File: config.mk
export PLATFORM = sky130hd
export DESIGN_NAME = reflet_debug_receiver
export DESIGN_NICKNAME = d
export VERILOG_FILES = /design/src/rtl/reflet_debug_receiver_pkg.sv /design/src/rtl/reflet_debug_rx_byte.sv /design/src/rtl/reflet_debug_receiver.sv
export SDC_FILE = /design/constraint.sdc
export NUM_CORES = 1
export LEC_CHECK = 0
export CORE_UTILIZATION = 29
export CTS_BUF_LIST = sky130_fd_sc_hd__clkbuf_8
export DETAILED_ROUTE_END_ITERATION = 16
export GPL_TIMING_DRIVEN = 0
export PLACE_DENSITY = 0.52
export SLEW_MARGIN = 10
export SYNTH_ARGS = -nofsm -noshare
export SYNTH_HDL_FRONTEND = slang
export SYNTH_SLANG_ARGS = --single-unit
File: constraint.sdc
create_clock -name clk -period 4.2 [get_ports clk]
set_input_delay 0.84 -clock clk [delete_from_list [all_inputs] [get_ports clk]]
set_output_delay 0.84 -clock clk [all_outputs]
set_load 0.02 [all_outputs]
File: src/rtl/reflet_debug_receiver_pkg.sv
// -----------------------------------------------------------------------------
// reflet_debug_receiver_pkg
// Shared constants, byte-receiver FSM encoding and a word-size helper for the
// debug UART receiver (reflet_debug_receiver and reflet_debug_rx_byte).
// -----------------------------------------------------------------------------
package reflet_debug_receiver_pkg;

    localparam int BITS_PER_BYTE     = 8;
    localparam int UART_DEFAULT_BAUD = 9600;

    typedef enum logic [1:0] {
        IDLE  = 2'd0,
        START = 2'd1,
        DATA  = 2'd2,
        STOP  = 2'd3
    } rx_state_t;

    // Number of bytes carried by one debug word.
    function automatic int bytes_per_word(input int w);
        return w / BITS_PER_BYTE;
    endfunction

endpackage

File: src/rtl/reflet_debug_rx_byte.sv
// -----------------------------------------------------------------------------
// reflet_debug_rx_byte
// 8N1 UART byte receiver: 2-flop synchroniser plus a start/data/stop FSM that
// samples each bit at its midpoint.
//
// Ports:
//   clk       in   system clock, rising edge
//   reset     in   asynchronous active-low reset
//   enable    in   when low, synchroniser, FSM and counters hold
//   rx        in   UART line (idle high), asynchronous to clk
//   data      out  received byte, LSB first on the line
//   byte_done out  one-cycle pulse (combinational) at a good stop-bit sample
//   byte_err  out  one-cycle pulse (combinational) at a bad stop-bit sample
//   active    out  high while the FSM is outside IDLE
// -----------------------------------------------------------------------------
module reflet_debug_rx_byte
    import reflet_debug_receiver_pkg::*;
#(
    parameter int BP = 104
) (
    input  logic       clk,
    input  logic       reset,
    input  logic       enable,
    input  logic       rx,
    output logic [7:0] data,
    output logic       byte_done,
    output logic       byte_err,
    output logic       active
);

    localparam logic [15:0] BP_M1   = 16'(BP - 1);
    localparam logic [15:0] HALF_M1 = 16'((BP / 2) - 1);

    logic        rx_meta;
    logic        rxs;
    rx_state_t   state, state_nxt;
    logic [15:0] cnt, cnt_nxt;
    logic [2:0]  bit_idx, bit_nxt;
    logic [7:0]  shift, shift_nxt;

    always_ff @(posedge clk or negedge reset) begin
        if (!reset) begin
            rx_meta <= 1'b1;
            rxs     <= 1'b1;
        end else if (enable) begin
            rx_meta <= rx;
            rxs     <= rx_meta;
        end
    end

    always_ff @(posedge clk or negedge reset) begin
        if (!reset) begin
            state   <= IDLE;
            cnt     <= '0;
            bit_idx <= '0;
        end else begin
            state   <= state_nxt;
            cnt     <= cnt_nxt;
            bit_idx <= bit_nxt;
        end
    end

    // Payload shifter carries no control meaning, so it is left unreset.
    always_ff @(posedge clk) begin
        shift <= shift_nxt;
    end

    // The counter counts down to zero; the cycle it reads zero is the sample
    // point. START waits half a bit, DATA/STOP wait a full bit each.
    always_comb begin
        state_nxt = state;
        cnt_nxt   = cnt;
        bit_nxt   = bit_idx;
        shift_nxt = shift;
        byte_done = 1'b0;
        byte_err  = 1'b0;
        if (enable) begin
            case (state)
                IDLE: begin
                    if (!rxs) begin
                        state_nxt = START;
                        cnt_nxt   = HALF_M1;
                    end
                end
                START: begin
                    if (cnt == 16'd0) begin
                        if (rxs) begin
                            state_nxt = IDLE;   // glitch, not a real start bit
                        end else begin
                            state_nxt = DATA;
                            cnt_nxt   = BP_M1;
                            bit_nxt   = 3'd0;
                        end
                    end else begin
                        cnt_nxt = cnt - 16'd1;
                    end
                end
                DATA: begin
                    if (cnt == 16'd0) begin
                        shift_nxt = {rxs, shift[7:1]};
                        cnt_nxt   = BP_M1;
                        if (bit_idx == 3'd7) begin
                            state_nxt = STOP;
                        end else begin
                            bit_nxt = bit_idx + 3'd1;
                        end
                    end else begin
                        cnt_nxt = cnt - 16'd1;
                    end
                end
                STOP: begin
                    if (cnt == 16'd0) begin
                        state_nxt = IDLE;
                        if (rxs) begin
                            byte_done = 1'b1;
                        end else begin
                            byte_err = 1'b1;
                        end
                    end else begin
                        cnt_nxt = cnt - 16'd1;
                    end
                end
                default: state_nxt = IDLE;
            endcase
        end
    end

    assign data   = shift;
    assign active = (state != IDLE);

endmodule

File: src/rtl/reflet_debug_receiver.sv
// -----------------------------------------------------------------------------
// reflet_debug_receiver
// Receives the CPU debug UART stream (8N1) and reassembles little-endian bytes
// into one wordsize-bit word, pulsing word_valid once per completed word.
//
// Optional feature: define REFLET_DEBUG_RX_TIMEOUT_EN to discard a partial word
// after timeout_bits bit periods of line idle between bytes.
//
// Ports:
//   clk         in   system clock, rising edge
//   reset       in   asynchronous active-low reset
//   enable      in   when low, all state holds and no pulses are emitted
//   rx          in   UART line, idle high, asynchronous to clk
//   word_out    out  last completed word
//   word_valid  out  one-cycle pulse when word_out updates
//   busy        out  high from a start-bit detect until word completes/discards
//   frame_error out  one-cycle pulse on a bad stop bit
// -----------------------------------------------------------------------------
module reflet_debug_receiver
    import reflet_debug_receiver_pkg::*;
#(
    parameter int wordsize     = 16,
    parameter int clk_freq     = 1000000,
    parameter int baud_rate    = UART_DEFAULT_BAUD,
    parameter int timeout_bits = 20
) (
    input  logic                clk,
    input  logic                reset,
    input  logic                enable,
    input  logic                rx,
    output logic [wordsize-1:0] word_out,
    output logic                word_valid,
    output logic                busy,
    output logic                frame_error
);

    localparam int NB    = bytes_per_word(wordsize);
    localparam int BP    = clk_freq / baud_rate;
    localparam int IDX_W = (NB > 1) ? $clog2(NB) : 1;
    localparam logic [IDX_W-1:0] LAST_IDX = IDX_W'(NB - 1);

    if (((wordsize % BITS_PER_BYTE) != 0) || (wordsize < BITS_PER_BYTE) || (timeout_bits < 1)) begin : g_bad_param
        $error("reflet_debug_receiver: invalid wordsize or timeout_bits");
    end

    logic [7:0]          data;
    logic                byte_done;
    logic                byte_err;
    logic                active;
    logic [IDX_W-1:0]    idx;
    logic                busy_r;
    logic                timeout_hit;
    logic [wordsize-1:0] shadow;
    logic [wordsize-1:0] word_next;

    reflet_debug_rx_byte #(
        .BP(BP)
    ) u_rx_byte (
        .clk      (clk),
        .reset    (reset),
        .enable   (enable),
        .rx       (rx),
        .data     (data),
        .byte_done(byte_done),
        .byte_err (byte_err),
        .active   (active)
    );

    // Shadow word with the incoming byte merged at its little-endian slot.
    always_comb begin
        word_next = shadow;
        word_next[int'(idx) * BITS_PER_BYTE +: BITS_PER_BYTE] = data;
    end

    always_ff @(posedge clk) begin
        if (enable && byte_done && (idx != LAST_IDX)) begin
            shadow <= word_next;
        end
    end

`ifdef REFLET_DEBUG_RX_TIMEOUT_EN
    localparam logic [31:0] TO_CYC = 32'(timeout_bits * BP);
    logic [31:0] idle_cnt;

    // Counts only while a word is partially assembled and the line is idle.
    assign timeout_hit = busy_r && !active && (idle_cnt == (TO_CYC - 32'd1));

    always_ff @(posedge clk or negedge reset) begin
        if (!reset) begin
            idle_cnt <= '0;
        end else if (enable) begin
            if (active || !busy_r || timeout_hit) begin
                idle_cnt <= '0;
            end else begin
                idle_cnt <= idle_cnt + 32'd1;
            end
        end
    end
`else
    assign timeout_hit = 1'b0;
`endif

    always_ff @(posedge clk or negedge reset) begin
        if (!reset) begin
            word_out    <= '0;
            word_valid  <= 1'b0;
            frame_error <= 1'b0;
            idx         <= '0;
            busy_r      <= 1'b0;
        end else begin
            word_valid  <= 1'b0;
            frame_error <= 1'b0;
            if (enable) begin
                if (byte_err) begin
                    frame_error <= 1'b1;
                    idx         <= '0;
                    busy_r      <= 1'b0;
                end else if (byte_done) begin
                    if (idx == LAST_IDX) begin
                        word_out   <= word_next;
                        word_valid <= 1'b1;
                        idx        <= '0;
                        busy_r     <= 1'b0;
                    end else begin
                        idx    <= idx + 1'b1;
                        busy_r <= 1'b1;
                    end
                end else if (timeout_hit) begin
                    idx    <= '0;
                    busy_r <= 1'b0;
                end
            end
        end
    end

    // busy_r spans the gaps between bytes; active covers each byte in flight,
    // which also makes busy rise the cycle after a start-bit detect.
    assign busy = busy_r | active;

endmodule
### After elaboration in Yosys (flattened, before gate mapping)

Index checks and enable logic that the tools add are counted.

* bits in registers: 67
* input port bits: 4
* word-level logic and storage cells: 86

* mux-type cells: 39
* shift operators: 2
* bitwise gates (word level): 3
* eq/ne operators: 13
* reduce and logical (&&, ||, !) cells: 13
* $add $sub $neg: 4

Operators with widths (number)
* 2-to-1 mux 16 bit: 5
* one-hot mux 16 bit (4 select lines): 1
* negation 4 -> 33 bit: 1
* variable shift 8 x 33 -> 16 bit, first input constant: 1
* variable part select 8 x 33 -> 16 bit: 1
* 2-to-1 mux 1 bit: 20
* bitwise mux 16 bit: 1
* logical NOT 16 bit: 1
* subtractor 16 x 1 -> 16 bit, second input constant: 1
* 2-to-1 mux 2 bit: 6
* 2-to-1 mux 3 bit: 4
* AND reduction 6 bit: 2
* != test 2 x 1 -> 1 bit, second input constant: 4
* != test 2 bit, second input constant: 4
* one-hot mux 2 bit (4 select lines): 1
* AND reduction 4 bit: 2
* one-hot mux 3 bit (2 select lines): 1
* nonzero test 2 bit: 3
* equality test 2 bit, second input constant: 2
* adder 3 x 1 -> 3 bit, second input constant: 1
* equality test 3 bit, second input constant: 1
* != test 3 bit, second input constant: 1
* AND reduction 3 bit: 1
* equality test 2 x 1 -> 1 bit, second input constant: 1
* 6 further kinds: 8

### Depth between registers and ports, before layout

Gate-level depths: netlist (run 1).

* depth in word-level cells: 7
* depth in mapped cells: 9

### By module

From an unflattened synthesis (run 1), not the netlist that was laid out.

* cell total of the unflattened synthesis: 257
* area total of the unflattened synthesis: 3293.2 sq um

By module, submodules not included
* reflet_debug_rx_byte: seq. area each 818.3 sq um, times used 1, area each 1804.2 sq um, cells an instance 179
* reflet_debug_receiver: seq. area each 955.9 sq um, times used 1, area each 1488.9 sq um, cells an instance 78

### Worst setup path after synthesis (run 1)

No wires, ideal clock.

* path type: reg2reg
* from: register u_rx_byte.cnt[0]
* to: register u_rx_byte.cnt[9]
* path slack: 1.349 ns
* data required time: 4.081 ns
* cell stages (with the launch flop): 8
* setup time: 0.119 ns
* period minus slack after synthesis: 2.851 ns
* arrival time: 2.732 ns
* path buffers: 0
* cells stage by stage: dfrtp_1 > inv_1 > ha_1 > or4b_2 > nor4_4 > mux2_2 > o31ai_1 > o21ba_1

* word-level cells in the longest chain between the ends: 3

Ends and longest elaborated chain
* start, declared: RTL line reflet_debug_rx_byte.sv:37 `logic [15:0] cnt, cnt_nxt;`
* start signal, assigned: RTL line reflet_debug_rx_byte.sv:58 `cnt <= cnt_nxt;`
* subtractor 16 x 1 -> 16 bit / logical NOT 16 bit (equally long branches)
* 2-to-1 mux 16 bit (tied with other cells): RTL line reflet_debug_rx_byte.sv:112 `if (cnt == 16'd0) begin`
* one-hot mux 16 bit (4 select lines) / AND reduction 4 bit (equally long branches)

Parallel ways exist; a longest one is shown, timed or not. The select of a mux whose other input is x is not followed.
A chain may end at the register's enable or synchronous reset.

### Worst setup path in the final report (run 1)

Same ends and word-level chain as after synthesis.

==> results of run 1 <==
registers in the layout (all words and copies together), names as in the netlist, named ones only:
register and count:
busy_r 1, frame_error 1, shadow 8, u_rx_byte.bit_idx 3
u_rx_byte.cnt 16, u_rx_byte.data 8, u_rx_byte.rx_meta 1, u_rx_byte.rxs 1
u_rx_byte.state 1, word_out 16, word_valid 1
placed cells by master, fill, tap and decap left out, types with 4 or more instances in the layout:
| cell | synthesis | final |
|---|---|---|
| dfrtp_1 | 40 | 40 |
| clkdlybuf4s50_1 | 0 | 20 |
| mux2_2 | 17 | 17 |
| a21oi_1 | 16 | 16 |
| edfxtp_1 | 16 | 16 |
| nor2_1 | 12 | 12 |
| mux2_4 | 10 | 10 |
| clkbuf_8 | 0 | 9 |
| inv_1 | 8 | 8 |
| ha_1 | 8 | 8 |
| or3_1 | 7 | 7 |
| o21ai_0 | 7 | 7 |
| o31ai_1 | 8 | 7 |
| clkbuf_1 | 5 | 5 |
| nand2b_1 | 4 | 4 |
| or4_1 | 4 | 4 |
| nand2_1 | 4 | 4 |
| nor3_1 | 4 | 4 |
cell families after synthesis:
group           synth area share (%)
simple gates                    12.7
xor+xnor                       0.915
flops                           53.4
fa+ha+maj                       3.49
compound gates                  13.2
buf+inv                         4.01
mux                             12.2
per-layer routing:
metal	global-route usage (%)	up-vias	part of all wire [%]
met5	0	-	0
li1	-	918	-
met3	4.07	5	3.0
met2	19.4	30	47
met1	16.3	972	49
met4	3.68	0	0.74
stage by stage:
stage / std cells / hold WS (ns) / cell area (um2) / util, % / setup WS, ns
5_1_grt: 396 / 0.499 / 3500 / 37.2 / 0.869
2_1_floorplan: 229 / 0.442 / 2870 / - / 1.35
4_1_cts: 396 / 0.489 / 3500 / 37.2 / 1.02
6_report: 396 / 0.482 / 3500 / 37.2 / 1.04
3_3_place_gp: 379 / 0.467 / 3240 / 34.4 / 0.610
3_5_place_dp: 380 / 0.470 / 3280 / 34.8 / 1.03
where the power goes:
part	switching [mW]	internal, mW	total (mW)
combinational	0.365	0.226	0.592
sequential	0.0485	0.630	0.678
clock	0.248	0.339	0.587
total	0.662	1.19	1.86
area by class of cell:
| type | count | area, um2 |
|---|---|---|
| plain buffers | 12 | 85.1 |
| clock buffers | 9 | 124 |
| clock inverters | 7 | 101 |
| fillers | 926 | 5910 |
| inverters | 8 | 30.0 |
| multi-input cells | 151 | 1230 |
| flip-flops and latches | 58 | 1530 |
| well taps | 129 | 161 |
| repair buffers | 22 | 233 |
how the worst min path moves through the flow:
| stage | startpoint | endpoint | slack, ns | cells past startpoint |
|---|---|---|---|---|
| CTS | reset | word_out[10] | 0.49 | 1 |
| global route | u_rx_byte.data[1] | u_rx_byte.data[0] | 0.50 | 0 |
| finish | u_rx_byte.data[5] | u_rx_byte.data[4] | 0.48 | 0 |
| floorplan | u_rx_byte.data[7] | u_rx_byte.data[6] | 0.44 | 0 |
| detailed placement | u_rx_byte.data[3] | u_rx_byte.data[2] | 0.47 | 0 |
| global placement | u_rx_byte.data[7] | u_rx_byte.data[6] | 0.47 | 0 |
==> impl.org, run 1 <==
** Floorplanning
- Floorplan Core Area :: 9420 um2
- Die area :: 10,300 um2
- Horizontal die dimension :: 102 um
- The initial utilization of the core area, before any placement, comes to 30.5%.
- Chip height :: 102 um
- Number of placement rows :: 35
- I/O pins :: 23

** Clock tree
- Level count of the clock H-tree :: 3
- The tree is rooted in a clkbuf_8.
- Latest clock arrival within the worst-skew pair :: 0.34 ns
- Buffers inserted by post-CTS timing repair :: 0
- For this design, the CTS-stage hold fixing added 0 buffers.
- No sink is reached through more buffers than the 2 on the longest clock path.
- Count of cells resized by post-cts repair :: 0
- Register clock-pin slew on the reported worst setup and hold paths :: 0.07 ns
- TritonCTS built the clock tree.
- In this run, CTS created clock tree buffers numbering 9.
- Clk sink count :: 58

** Timing
- Max Clock Freq :: 0.317 GHz
- Setup violators final :: 0
- At the pin with the least slew margin, the transition time is 0.802 ns.
- Of the available clock period, the critical path in the final layout requires 75.2%.
- Setup repair after global routing missed its margin :: no
- Relative slew slack :: 46.2%
- Aggregate negative setup slack :: 0 ns
- Final Hold Fails :: 0
- The number of max-slew violations in the final report came to 0.
- Clock skew :: 0.0135 ns
- The smallest clock period supported by the final layout is computed as 3.16 ns.

** Power
- Pwr/cell area :: 530 nW/um2
- Standby leakage power :: 1.48 nW
- VDD sags by at most 0.191 mV.
- The design draws 1.86 mW.

** Place
- The wire-length estimate of the detail-placed layout is 3900 um.
- Last weighted congestion value of the routability-driven placer :: 0.736
- Count of port buffers added during placement :: 21

** Yosys
- Mapped Cells :: 229
- Cell types with the largest area share after synthesis :: dfrtp_1 35%, edfxtp_1 17%, mux2_2 6.7%
- EDFF count, synth :: 16
- Register area share after synthesis :: 53.4%
- Yosys Warn Count :: 0
- Number of distinct library cells after synthesis :: 55
- Flip-flop and latch count after synthesis :: 58
- Post-Syn Area :: 2870 um2
- Async set-or-reset flop fraction in the synthesized netlist :: 72.4%
- Top cell types by occurrence after synthesis :: 40 x dfrtp_1, 17 x mux2_2, 16 x a21oi_1, 16 x edfxtp_1, 12 x nor2_1
- The number of nets handed over by synthesis was 241.
- The most used flip-flop cell after synthesis is dfrtp_1.
- Top cell type's share of synthesized area :: 34.9%
- In this run the mean area of a mapped cell was 12.5 um2.
- Summed over all instances, the cell type with the most area after synthesis is dfrtp_1.
- Among all cell types in the netlist, the one instantiated most often is dfrtp_1.

** Detailed routing
- The first TritonRoute pass finished after 4 iterations.
- Antenna violation net count after detailed routing :: 0
- Count of vias placed by the detailed router :: 1,925
- Using the TritonRoute via totals, the vias-per-cell ratio works out to 4.86.
- The first routing iteration left 61 violations.
- In the final routed layout, each cell accounts on average for 14.2 um.
- Wires add up to 5640 um.
- Remaining DRCs :: 0

** GRT
- The total overflow left after global routing is 0.
- Number of antenna violations at the first check in global routing :: 0
- The first global-routing pass estimated 9690 um of wire.
- Via count of the first global-routing pass :: 1,924
- Overall global routing resource usage :: 12.4%
- Entering global routing, the biggest net connects 23 pins.

** Critical path
- Biggest fanout along the worst timing path :: 10
- Worst Path Buf+Inv :: 1
- List of cells traversed by the critical path :: inv_1 -> ha_1 -> or4b_2 -> nor4_4 -> mux2_2 -> o31ai_2 -> o21ba_1
- Critical Path AT :: 3.39 ns
- Master of the slowest instance on the critical path :: or4b_2
- The worst setup path is launched from a flop.
- Depth of the critical timing path with buffers and inverters included :: 7
- Setup slack on the worst reg-to-reg path comes out at 1.04 ns.
- Measured in cells, the most critical reg-to-reg path has a length of 7.
- For this run, the slowest stage of the critical path takes 0.66 ns.
- Required time worst endpoint :: 4.43 ns
- In this run the critical register-to-register path is launched from u_rx_byte.cnt[0].
- Endpoint of the most critical register-to-register path :: u_rx_byte.cnt[9]
- Delay-heaviest family, CP :: simple AND/OR/NAND/NOR gates
- The worst setup path is captured at a flop.
- The most critical setup path has its endpoint at u_rx_byte.cnt[9].
- The critical path starts at u_rx_byte.cnt[0].
- Category of the critical setup timing path :: reg2reg

** Finish
- The number of antenna diodes in the final layout is 0.
- At the end of the flow, the number of nets in the layout was 274.
- In the final layout, the share of cells above drive strength 1 is 26.2%.
- Area added between synthesis and finish :: 21.9%

** Outcome
- Run status :: finished clean

** Min path
- Class of the tightest hold or removal check :: reg2reg

** Flow run
- MaxCap Viol Count :: 0
(Power assumes the default switching activity.)
==> inputs of run 2 (changes only) <==
clock period = 3.05 ns   (was 4.2 ns; I/O delays follow)
==> run 2 against run 1 <==
Global-route usage barely moved. Critical path type unchanged. Die area did not move. Setup slack got worse by 0.87 ns. Hold slack got worse by 0.22 ns. Final cell count rose by 1.0%. Critical endpoint is now word_out[7]. First-iteration DRC count fell by 34%.
==> impl.org, run 2 (synthesis results as in run 1) <==
** Timing
- The clock skew after layout was 0.0124 ns (-0.00103 ns).
- Max Clock Freq :: 0.347 GHz (+9.7%)
- The part of the cycle the worst path needs was 94.4% (+19 points).
- Measured slew at the worst slew-check pin :: 0.674 ns (-0.128 ns)
- Relative slew slack :: 54.9% (+8.7 points)
- Time the worst path needs with I/O delays and setup :: 2.88 ns (-0.279 ns)
- Fin Hold WS :: 0.260 ns (-0.223 ns)
- The number of endpoints with negative hold slack in the final report is 0 (unchanged).
- Max-slew violation count :: 0 (unchanged)
- Setup repair after global routing missed its margin :: no
- The total setup violations reported at the end of the flow was 0 (unchanged).

** Clock tree
- Register clock-pin slew on the reported worst setup and hold paths :: 0.08 ns (about the same)
- The CTS buffer count was 9 (unchanged).
- Clk sink count :: 58 (unchanged)
- Clock tree from TritonCTS :: built
- Maximum count of clock buffers along a single path :: 2 (unchanged)
- The deepest level of the CTS H-tree is 3 (unchanged).
- CTS Root Cell :: clkbuf_8
- The clock latency at the later pin of the worst-skew pair is 0.34 ns (about the same).
- The number of hold buffers added after CTS is 0 (unchanged).

** Detailed routing
- Via count normalized by instance count :: 4.75 (-2.2%)
- Routed WL per cell :: 14.2 um (-0.60%)
- The number of optimization iterations in the first detailed-route pass was 4 (unchanged).
- Routed wire length :: 5660 um (+0.41%)
- Starting DRT DRC Count :: 40 (-34%)
- The number of remaining DRC errors was 0 (unchanged).
- Antenna violation net count after detailed routing :: 0 (unchanged)
- The detailed-route via count was 1,901 (-1.2%).

** Place
- HPWL after detailed placement :: 3900 um (unchanged)
- The placer congestion estimate came to 0.736 (unchanged).
- Count of port buffers added during placement :: 21 (unchanged)
- Placed Cells incl. Taps :: 380 (unchanged)

** Power
- The clock share of power came to 30.8% (-0.8 points).
- Switching power of the nets :: 0.927 mW (+40%)
- The power density over the cells came to 734 nW/um2 (+38%).
- The total internal power came to 1.69 mW (+42%).
- Final Power :: 2.62 mW (+41%)
- The combinational share of power was 33.5% (+1.6 points).
- Standby leakage power :: 1.51 nW (+2.0%)
- The share of power burned in registers is 35.6% (-0.9 points).
- Peak ir drop on the vdd network :: 0.259 mV (+36%)
- The net switching fraction of the power came to 35.4% (-0.27 points).

** Floorplanning
- Floorplan Core Area :: 9420 um2 (unchanged)
- Number of placement rows :: 35 (unchanged)
- Die area :: 10,300 um2 (unchanged)
- Horizontal die dimension :: 102 um (unchanged)
- The count of pins on the block boundary came to 23 (unchanged).
- The height of the die was 102 um (unchanged).
- The starting density of the core is 30.5% (unchanged).

** Critical path
- The worst setup path is of the reg2reg kind.
- Critical Path End Type :: flop
- The worst setup path is launched from a flop.
- The worst reg-to-reg setup slack was 0.17 ns (-0.87 ns).
- Biggest fanout along the worst timing path :: 10 (unchanged)
- The endpoint required time on the critical path came to 3.26 ns (-1.17 ns).
- Critical Path AT :: 3.09 ns (-0.30 ns)

** Finish
- Leaving out fill and tap cells, the most frequent cell in the layout is dfrtp_1.
- The antenna diode instance count came to 0 (unchanged).
- Commonest cells after routing, fill and taps aside :: 40 x dfrtp_1, 20 x clkdlybuf4s50_1, 17 x mux2_2
- Core occupancy in the finished layout :: 37.9% (+0.74 points)
- Nets :: 278 (+1.5%)
- Fraction of layout cells with a size suffix above 1 :: 27.3% (+1.1 points)
- The post-route non-filler standard cell count was 400 (+1.0%).
- The largest registers in the layout are u_rx_byte.cnt (16), word_out (16).
- From synthesis to final layout, the design area changed by 24.4%.

** GRT
- Number of antenna violations at the first check in global routing :: 0 (unchanged)
- The global-route congestion overflow total came to 0 (unchanged).
- First-pass GRT wire length :: 9670 um (-0.22%)
- The largest net degree at the start of global routing came to 23 (unchanged).
- Via count of the first global-routing pass :: 1,924 (unchanged)
- The total track usage came to 12.3% (-0.044 points).

** Flow run
- MaxCap Viol Count :: 0 (unchanged)

** Outcome
- The flow ran to the end, and the final reports show no timing, DRC or antenna violations.

** Min path
- Class of the tightest hold or removal check :: in2async
run 2: cell count changes in the layout (fill, tap and decap cells not counted):
| cell | delta |
|---|---|
| buf_12 | +2 |
| buf_4 | +2 |
| nor3b_2 | -1 |
| nor3b_4 | +1 |
| o31ai_2 | -1 |
| o31ai_4 | +1 |
run 2: worst max-delay path, stage by stage, from the launching register on:
cell	delay (ns)
dfrtp_1	0.41
inv_1	0.08
ha_1	0.24
or4b_2	0.66
nor4_4	0.42
nand3_1	0.13
or2_1	0.23
buf_6	0.14
buf_8	0.15
mux2_4	0.30
run 2: per-stage QoR:
stage / cell area, um2 / TNS [ns] / setup slack, ns
global route: 3570 / 0 / 0.0398
floorplan: 2870 / 0 / 0.199
global placement: 3240 / -7.43 / -0.540
finish: 3570 / 0 / 0.171
CTS: 3510 / 0 / 0.0276
detailed placement: 3280 / -0.363 / -0.122
run 2: layout make-up:
type | instances | area, um2
buffer | 12 | 85.1
clock buffer | 9 | 124
clock inverter | 7 | 101
fill | 920 | 5840
inverter | 8 | 30.0
multi-input combinational | 151 | 1250
sequential | 58 | 1530
tap | 129 | 161
timing repair buffer | 26 | 288
run 2: timing repair:
action | 4_1_cts | 5_1_grt
pin swaps | 0 | 3
buffers inserted | 0 | 4
endpoints found under the setup margin | 10 | 10
gates resized for setup | 1 | 1
cloned | 0 | 0
endpoints found under the hold margin | 0 | 0
run 2: path summary, 6_finish.rpt:
kind                                   start                    to  cells past startpoint
setup / recovery            u_rx_byte.cnt[0]           word_out[7]                      9
hold / removal                         reset          word_out[10]                      1
setup reg to reg            u_rx_byte.cnt[0]           word_out[7]                      9
hold reg to reg            u_rx_byte.data[5]     u_rx_byte.data[4]                      0
max in group asynchronous              reset  u_rx_byte.bit_idx[1]                      2
min in group clk           u_rx_byte.data[5]     u_rx_byte.data[4]                      0
run 2: power by group through the flow:
stage	combinational, mW	clock, mW	sequential, mW
after floorplan	0.624	0	0.929
after global placement	0.802	0	0.945
after detailed placement	0.819	0	0.949
after CTS	0.841	0.840	0.933
after global routing	0.985	0.877	0.945
final	0.878	0.808	0.934
run 2: per-layer routing:
layer / GRT usage (%) / part of all wire (%)
met1: 16.3 / 50
met2: 19.3 / 46
met3: 4.07 / 3.0
met4: 3.68 / 0.74
met5: 0 / 0
